--- config.mk ---
export PLATFORM = sky130hd
export DESIGN_NAME = control_unit
export DESIGN_NICKNAME = d
export VERILOG_FILES = /design/src/rtl/control_unit.sv
export SDC_FILE = /design/constraint.sdc
export NUM_CORES = 1
export LEC_CHECK = 0
export ABC_AREA = 1
export CAP_MARGIN = 20
export CORE_AREA = 2 2 39 41
export CTS_BUF_LIST = sky130_fd_sc_hd__clkbuf_4 sky130_fd_sc_hd__clkbuf_8
export DETAILED_ROUTE_END_ITERATION = 8
export DIE_AREA = 0 0 41 43
export DONT_BUFFER_PORTS = 1
export PLACE_DENSITY = 0.73
export SLEW_MARGIN = 20
export SYNTH_ARGS = -nofsm -noshare
export SYNTH_HDL_FRONTEND = slang
export SYNTH_SLANG_ARGS = --single-unit
--- constraint.sdc ---
create_clock -name clk -period 4.1 [get_ports clk]
set_clock_uncertainty 0.1 [all_clocks]
set_input_delay 0.82 -clock clk [delete_from_list [all_inputs] [get_ports clk]]
set_output_delay 0.82 -clock clk [all_outputs]
set_load 0.005 [all_outputs]
--- src/rtl/control_unit.sv ---
// Hardwired Moore control sequencer for the Mini SRC datapath: fetch (T0-T2),
// then opcode-specific execute steps (T3-T7), then back to fetch.
module control_unit #(
  parameter int OP_HI = 31,
  parameter int OP_W  = 5
) (
  input  logic        clk,
  input  logic        reset,
  input  logic [31:0] IR,
  output logic        run,
  output logic        PCout,
  output logic        MDRout,
  output logic        Zlowout,
  output logic        Cout,
  output logic        Gra,
  output logic        Grb,
  output logic        Grc,
  output logic        Rin,
  output logic        Rout,
  output logic        BAout,
  output logic        PCin,
  output logic        IRin,
  output logic        MARin,
  output logic        MDRin,
  output logic        Yin,
  output logic        Zin,
  output logic        IncPC,
  output logic        Read,
  output logic        read_mem,
  output logic        write_mem,
  output logic        ADD,
  output logic        SUB,
  output logic        AND,
  output logic        OR,
  output logic [3:0]  state_o
);

  typedef enum logic [3:0] {
    S_RST, S_T0, S_T1, S_T2, S_T3, S_T4, S_T5, S_T6, S_T7, S_HALT
  } state_t;

  localparam logic [OP_W-1:0] OP_LD   = 5'b00000;
  localparam logic [OP_W-1:0] OP_LDI  = 5'b00001;
  localparam logic [OP_W-1:0] OP_ST   = 5'b00010;
  localparam logic [OP_W-1:0] OP_ADD  = 5'b00011;
  localparam logic [OP_W-1:0] OP_SUB  = 5'b00100;
  localparam logic [OP_W-1:0] OP_AND  = 5'b00101;
  localparam logic [OP_W-1:0] OP_OR   = 5'b00110;
  localparam logic [OP_W-1:0] OP_ADDI = 5'b01100;
  localparam logic [OP_W-1:0] OP_ANDI = 5'b01101;
  localparam logic [OP_W-1:0] OP_ORI  = 5'b01110;
  localparam logic [OP_W-1:0] OP_HALT = 5'b11011;

  state_t          state_q, state_d;
  logic [OP_W-1:0] op;
  logic            is_ld, is_st, is_ldi, is_alu, is_imm, is_halt;
  logic            unused_ir;

  // Decode straight from the live IR port every cycle.
  assign op        = IR[OP_HI -: OP_W];
  assign unused_ir = ^IR;
  assign is_ld     = (op == OP_LD);
  assign is_st     = (op == OP_ST);
  assign is_ldi    = (op == OP_LDI);
  assign is_alu    = (op == OP_ADD) || (op == OP_SUB) || (op == OP_AND) || (op == OP_OR);
  assign is_imm    = (op == OP_ADDI) || (op == OP_ANDI) || (op == OP_ORI);
  assign is_halt   = (op == OP_HALT);
  assign state_o   = state_q;

  always_ff @(posedge clk or negedge reset) begin
    if (!reset) state_q <= S_RST;
    else        state_q <= state_d;
  end

  always_comb begin
    state_d = state_q;
    unique case (state_q)
      S_RST:  state_d = S_T0;
      S_T0:   state_d = S_T1;
      S_T1:   state_d = S_T2;
      S_T2:   state_d = S_T3;
      S_T3: begin
        if (is_halt)                                     state_d = S_HALT;
        else if (is_ld || is_st || is_ldi || is_alu || is_imm) state_d = S_T4;
        else                                             state_d = S_T0;
      end
      S_T4:   state_d = S_T5;
      S_T5:   state_d = (is_ld || is_st) ? S_T6 : S_T0;
      S_T6:   state_d = S_T7;
      S_T7:   state_d = S_T0;
      S_HALT: state_d = S_HALT;
      default: state_d = S_RST;
    endcase
  end

  always_comb begin
    run = 1'b0; PCout = 1'b0; MDRout = 1'b0; Zlowout = 1'b0; Cout = 1'b0;
    Gra = 1'b0; Grb = 1'b0; Grc = 1'b0; Rin = 1'b0; Rout = 1'b0; BAout = 1'b0;
    PCin = 1'b0; IRin = 1'b0; MARin = 1'b0; MDRin = 1'b0; Yin = 1'b0; Zin = 1'b0;
    IncPC = 1'b0; Read = 1'b0; read_mem = 1'b0; write_mem = 1'b0;
    ADD = 1'b0; SUB = 1'b0; AND = 1'b0; OR = 1'b0;
    unique case (state_q)
      S_T0: begin
        run = 1'b1; IncPC = 1'b1; PCin = 1'b1; MARin = 1'b1; Read = 1'b1; read_mem = 1'b1;
      end
      S_T1: begin
        run = 1'b1; Read = 1'b1; read_mem = 1'b1; MDRin = 1'b1;
      end
      S_T2: begin
        run = 1'b1; MDRout = 1'b1; IRin = 1'b1;
      end
      S_T3: begin
        run = 1'b1;
        if (is_ld || is_st || is_ldi) begin
          Grb = 1'b1; BAout = 1'b1; Yin = 1'b1;
        end else if (is_alu || is_imm) begin
          Grb = 1'b1; Rout = 1'b1; Yin = 1'b1;
        end
      end
      S_T4: begin
        run = 1'b1;
        if (is_ld || is_st || is_ldi) begin
          Cout = 1'b1; ADD = 1'b1; Zin = 1'b1;
        end else if (is_alu) begin
          Grc = 1'b1; Rout = 1'b1; Zin = 1'b1;
          ADD = (op == OP_ADD); SUB = (op == OP_SUB);
          AND = (op == OP_AND); OR  = (op == OP_OR);
        end else if (is_imm) begin
          Cout = 1'b1; Zin = 1'b1;
          ADD = (op == OP_ADDI); AND = (op == OP_ANDI); OR = (op == OP_ORI);
        end
      end
      S_T5: begin
        run = 1'b1;
        if (is_ld || is_st) begin
          Zlowout = 1'b1; MARin = 1'b1;
        end else if (is_ldi || is_alu || is_imm) begin
          Zlowout = 1'b1; Gra = 1'b1; Rin = 1'b1;
        end
      end
      S_T6: begin
        run = 1'b1;
        if (is_ld) begin
          Read = 1'b1; read_mem = 1'b1; MDRin = 1'b1;
        end else if (is_st) begin
          Gra = 1'b1; Rout = 1'b1; MDRin = 1'b1;
        end
      end
      S_T7: begin
        run = 1'b1;
        if (is_ld) begin
          MDRout = 1'b1; Gra = 1'b1; Rin = 1'b1;
        end else if (is_st) begin
          write_mem = 1'b1;
        end
      end
      default: ;
    endcase
  end

endmodule

==> impl_metrics.py, run 1 <==
metrics = {
    "power_and_ir_drop": {
        "p_comb_frac": 0.566,
        "vdd_drop_max_uv": 294,
        "leakage_uw": 0.000322,
        "seqPwrFrac": 0.280,
        "powerDensity_mw_per_mm2": 448,
        "switching_share": 0.539,
        "clkPwrFrac": 0.154,
        "power.total_uw": 302,
        "intPower_uw": 139,
        "switching_power_uw": 163,
    },
    "die": {
        "die_h_microns": 43,
        "io_pins": 63,
        "fp.coreArea_sq_mm": 0.00138,
        "initial_core_util": 0.477,
        "dieArea_sq_mm": 0.00176,
        "die_w_microns": 41,
        "rows": 14,
    },
    "yosys": {
        "synth-seq-area-share": 0.152,
        "synth_nets": 140,
        "synth_compound_area_frac": 0.114,
        "synthDistinctLibCells": 24,
        "muxShareOfSynthArea": 0,
        "ys_seq_elements": 4,
        "synth_top_family_by_area": "simple AND/OR/NAND/NOR gates",
        "yosys.area.top_type": "dfrtp_1",
        "yosysWarnings": 0,
        "syn_area_per_cell_sq_um": 6.23,
        "synth-xor-area-share": 0,
        "syn_area_sq_um": 661,
        "synth-simple-area-share": 0.553,
        "synthAdderAreaFrac": 0,
        "synth_area_leaders": "dfrtp_1 15%, nor2_2 8.5%, nor2_4 8.5%",
        "synth_top_area_frac": 0.152,
        "synth_cells": 106,
    },
    "routing": {
        "topRoutingLayerUsed": "met3",
        "drt-initial-drc-count": 17,
        "finalWirelength_microns": 1460,
        "wl_met1_microns": 725,
        "via_count": 638,
        "ant_nets": 0,
        "first_pass_iters": 4,
        "routedWlPerCell_microns": 12.0,
        "routed-wl-met3_microns": 97,
        "post_drt_via_cell_ratio": 5.27,
        "met2_length_microns": 635,
        "drc": 0,
    },
    "cells_and_area": {
        "layout.nets": 141,
        "drive_gt1_frac": 0.362,
        "area_delta_synth_final_pct": 1.89,
        "final_core_util": 0.486,
        "antenna_cells": 0,
        "largest_reg_flops": 4,
        "stdcell_count": 121,
        "fillers": 149,
    },
    "placement": {
        "pre_cts_ws_ps": 1500,
        "port_buffers": 0,
        "dpl.cell_count": 118,
        "dp_hpwl_microns": 1240,
        "place.gp.congestion": 0.801,
    },
    "grt": {
        "overflow": 0,
        "grt_pass1_vias": 583,
        "grt_max_degree": 7,
        "grt_pass1_wl_microns": 2370,
        "antenna_found_initial": 0,
        "grt_usage": 0.189,
    },
    "setup_path": {
        "worstSetupStartpointType": "input pin",
        "worstPathRequired_ps": 3180,
        "cp.arrival_ps": 1700,
        "cp_max_fo": 4,
        "crit_type": "in2out",
        "end_kind": "primary output",
    },
    "cts": {
        "cts_inserted_buffers": 3,
        "cts_tree": "built",
        "clk_pin_slew_ps": 40,
        "clock_latency_ps": 230,
        "cts.path.max_buffers": 2,
        "post_cts_buffers": 0,
        "cts_hold_buf": 0,
        "cts_root_buf": "clkbuf_4",
        "post_cts_resized": 0,
        "cts_num_sinks": 4,
        "cts_max_level": 1,
    },
    "sta": {
        "max_freq_ghz": 0.382,
        "fin_crit_sh": 0.639,
        "slew_violations": 0,
        "setup_viol": 0,
        "fin_crit_ps": 2620,
        "finalHoldViolations": 0,
        "rsz0062_at_grt": "no",
        "setup_slack_ps": 1480,
        "setup_tns_ps": 0,
    },
    "worst_hold_path": {
        "hold_class": "in2async",
    },
    "run": {
        "cap_violations": 0,
    },
    "status": {
        "status": "completed",
    },
}
-- cell type report --
class | count | area, sq um | share of cell area
well taps | 16 | 20.0 | 0.0297
flip-flops and latches | 4 | 100 | 0.149
inverters | 23 | 86.3 | 0.128
multi-input cells | 75 | 444 | 0.660
clock buffers | 3 | 22.5 | 0.0335
-- routing by layer --
| metal | vias to the layer above | GRT usage |
|---|---|---|
| li1 | 331 | - |
| met1 | 285 | 0.261 |
| met2 | 22 | 0.288 |
| met3 | 0 | 0.0785 |
| met4 | 0 | 0 |
| met5 | - | 0 |
-- worst max-delay path, cell delays in order --
cell	delay [ps]
nor2_2	210
nand2_2	90
nor2_2	180
inv_2	70
o21ai_0	330
-- layout by cell type (no fill, tap or decap), types with 3 or more instances in the layout --
cell,n
inv_2,9
inv_1,13
nand2_1,13
nand3_2,3
nand3_1,7
o21ai_0,3
clkbuf_4,3
dfrtp_1,4
nand2_2,6
nor2_1,10
nor3_1,4
a21oi_1,3
nor2_4,5
nor2_2,9
nand4_1,4
-- cell usage after synthesis --
cell type / count
nand2_2: 6
buf_4: 4
conb_1: 1
nor3_1: 4
o21ai_2: 1
o21bai_1: 1
nor2_2: 9
inv_1: 13
or2_1: 1
o311ai_0: 1
o21ai_0: 3
clkinv_1: 1
a21oi_1: 3
nand4_2: 1
nand2_1: 13
inv_2: 9
a211oi_2: 1
dfrtp_1: 4
nor2_1: 10
nor2_4: 5
nand4_1: 4
nand3_2: 3
o21a_1: 1
nand3_1: 7
-- final timing paths --
path                                             end  cells after the start                 start  slack, ps
worst max-delay path                            Read                      5                IR[27]       1480
max in group asynchronous       state_o[0]$_DFF_PN0_                      0                 reset       3640
min in group clk                state_o[0]$_DFF_PN0_                      1  state_o[0]$_DFF_PN0_        490
worst max register to register  state_o[3]$_DFF_PN0_                      6  state_o[2]$_DFF_PN0_       2730
worst min-delay path            state_o[2]$_DFF_PN0_                      0                 reset        180
worst min register to register  state_o[0]$_DFF_PN0_                      1  state_o[0]$_DFF_PN0_        490
-- power by group through the flow --
stage	Sequential [uW]	Combinational (uW)	Clock (uW)
2_1_floorplan	78.0	164	0
3_3_place_gp	83.8	169	0
3_5_place_dp	84.1	171	0
4_1_cts	83.8	171	49.7
5_1_grt	86.3	194	54.2
6_report	84.5	171	46.5
-- per-stage QoR --
step / hold WS [ps] / area, sq um
final: 185 / 673
after floorplan: 424 / 661
after detailed placement: 424 / 651
after global routing: 166 / 673
after global placement: 424 / 651
after CTS: 174 / 673
-- logic make-up (layout without fill, tap and decap cells) --
kind of cell | Yosys count | in the layout
AND/OR/NAND/NOR | 63 | 63
buffers and inverters | 27 | 26
AO/OA/AOI/OAI | 11 | 11
flip-flops | 4 | 4
other | 1 | 1
(Power assumes the default switching activity.)
==> run 2, diff against run 1 <==
PLACE_DENSITY = 0.75   (was 0.73)
clock period = 2.2 ns   (was 4.1 ns; I/O delays follow)
==> run 2 against run 1 <==
  * Sequential power rose by 86%
  * Combinational power increased by 89%
  * Register-to-register slack worse by 1900 ps
  * First-iteration DRC count is 35% lower
  * Sequential share of layout area fell by 0.22 points
  * Largest power group unchanged
==> impl_metrics.py, run 2 (synthesis gave the netlist of run 1 again) <==
metrics = {
    "routing": {
        "drt-initial-drc-count": 11,
        "routedWlPerCell_microns": 11.9,
        "finalWirelength_microns": 1450,
        "via_count": 652,
        "ant_nets": 0,
        "post_drt_via_cell_ratio": 5.34,
        "first_pass_iters": 5,
        "drc": 0,
    },
    "grt": {
        "grt_max_degree": 7,
        "overflow": 0,
        "grt_pass1_vias": 620,
        "antenna_found_initial": 0,
        "grt_usage": 0.188,
        "grt_pass1_wl_microns": 2370,
    },
    "cts": {
        "clk_pin_slew_ps": 30,
        "cts_num_sinks": 4,
        "cts_inserted_buffers": 3,
        "post_cts_buffers": 0,
        "cts_root_buf": "clkbuf_4",
        "cts_hold_buf": 1,
        "clock_latency_ps": 230,
        "cts.path.max_buffers": 2,
        "cts_max_level": 1,
        "post_cts_resized": 0,
        "cts_tree": "built",
    },
    "sta": {
        "max_freq_ghz": 0.492,
        "setup_slack_ps": 168,
        "rsz0062_at_grt": "no",
        "slew_violations": 0,
        "setup_viol": 0,
        "fin_crit_ps": 2030,
        "fin_crit_sh": 0.924,
        "setup_tns_ps": 0,
        "finalHoldViolations": 0,
    },
    "power_and_ir_drop": {
        "intPower_uw": 260,
        "vdd_drop_max_uv": 524,
        "clkPwrFrac": 0.153,
        "powerDensity_mw_per_mm2": 830,
        "switching_power_uw": 307,
        "leakage_uw": 0.000326,
        "switching_share": 0.541,
        "p_comb_frac": 0.570,
        "seqPwrFrac": 0.277,
        "power.total_uw": 567,
    },
    "die": {
        "io_pins": 63,
        "fp.coreArea_sq_mm": 0.00138,
        "die_w_microns": 41,
        "dieArea_sq_mm": 0.00176,
        "initial_core_util": 0.477,
        "die_h_microns": 43,
        "rows": 14,
    },
    "setup_path": {
        "cp_max_fo": 5,
        "end_kind": "primary output",
        "crit_chain": "inv_1 -> nand2_1 -> nor3_1 -> or2_1",
        "worstSetupStartpointType": "flop",
        "cp_slowest_cell": "dfrtp_1",
        "cp.arrival_ps": 1490,
        "rr_endpoint": "state_o[2]$_DFF_PN0_",
        "cp_top_family": "simple AND/OR/NAND/NOR gates",
        "rrSetupSlack_ps": 790,
        "slowest_delay_ps": 430,
        "worstPathRequired_ps": 1660,
        "r2r_cells": 5,
        "r2r-start": "state_o[3]$_DFF_PN0_",
        "critPathBufInv": 1,
        "crit_type": "reg2out",
    },
    "worst_hold_path": {
        "hold_class": "in2reg",
        "min_to": "state_o[3]$_DFF_PN0_",
        "hold_depth": 2,
        "min_from": "IR[30]",
    },
    "cells_and_area": {
        "largest_reg_flops": 4,
        "fillers": 158,
        "seq_area_sq_um": 100,
        "stdcell_count": 122,
        "multi_input_area_sq_um": 444,
        "antenna_cells": 0,
        "drive_gt1_frac": 0.358,
        "area_delta_synth_final_pct": 3.41,
        "layout.nets": 142,
        "final_cell_mix": "13 x inv_1, 13 x nand2_1, 10 x nor2_1, 9 x inv_2, 9 x nor2_2",
    },
    "run": {
        "cap_violations": 0,
    },
    "status": {
        "status": "completed",
    },
    "placement": {
        "dp_hpwl_microns": 1240,
        "dpl.cell_count": 118,
        "place.gp.congestion": 0.894,
        "pre_cts_ws_ps": 332,
        "port_buffers": 0,
    },
}
[run 2: changes by cell type in the layout (fill, tap and decap cells not counted), sizes merged]
cell and delta:
dlygate4sd3 +1
[run 2: per-layer routing]
layer / track usage / wire, microns / part of all wire
met1: 0.224 / 612 / 0.42
met2: 0.316 / 753 / 0.52
met3: 0.0314 / 83 / 0.057
met4: 0.0733 / 0 / 0
met5: 0 / 0 / 0
[run 2: how the worst max path moves through the flow]
stage                               from       end  cells past startpoint
global route        state_o[3]$_DFF_PN0_  read_mem                      5
global placement                  IR[27]  read_mem                      5
detailed placement                IR[27]  read_mem                      5
floorplan                         IR[27]  read_mem                      6
finish              state_o[3]$_DFF_PN0_    MDRout                      4
CTS                 state_o[3]$_DFF_PN0_    MDRout                      4
[run 2: power by group through the flow]
stage | clock network, uW | registers, uW | logic, uW
finish | 86.6 | 157 | 323
global route | 92.6 | 160 | 376
detailed placement | 0 | 156 | 322
CTS | 93.8 | 156 | 325
global placement | 0 | 154 | 319
floorplan | 0 | 145 | 306
[run 2: cell type report]
type | instances | share of cell area
sequential | 4 | 0.147
timing repair buffer | 1 | 0.0147
tap | 16 | 0.0293
inverter | 23 | 0.126
clock buffer | 3 | 0.0330
multi-input combinational | 75 | 0.650
[run 2: metrics by stage]
| step | util | hold WS (ps) | area (sq um) |
|---|---|---|---|
| floorplan | - | 44.4 | 661 |
| global placement | 0.470 | 44.5 | 651 |
| detailed placement | 0.470 | 44.5 | 651 |
| CTS | 0.494 | 328 | 683 |
| global route | 0.494 | 363 | 683 |
| finish | 0.494 | 339 | 683 |
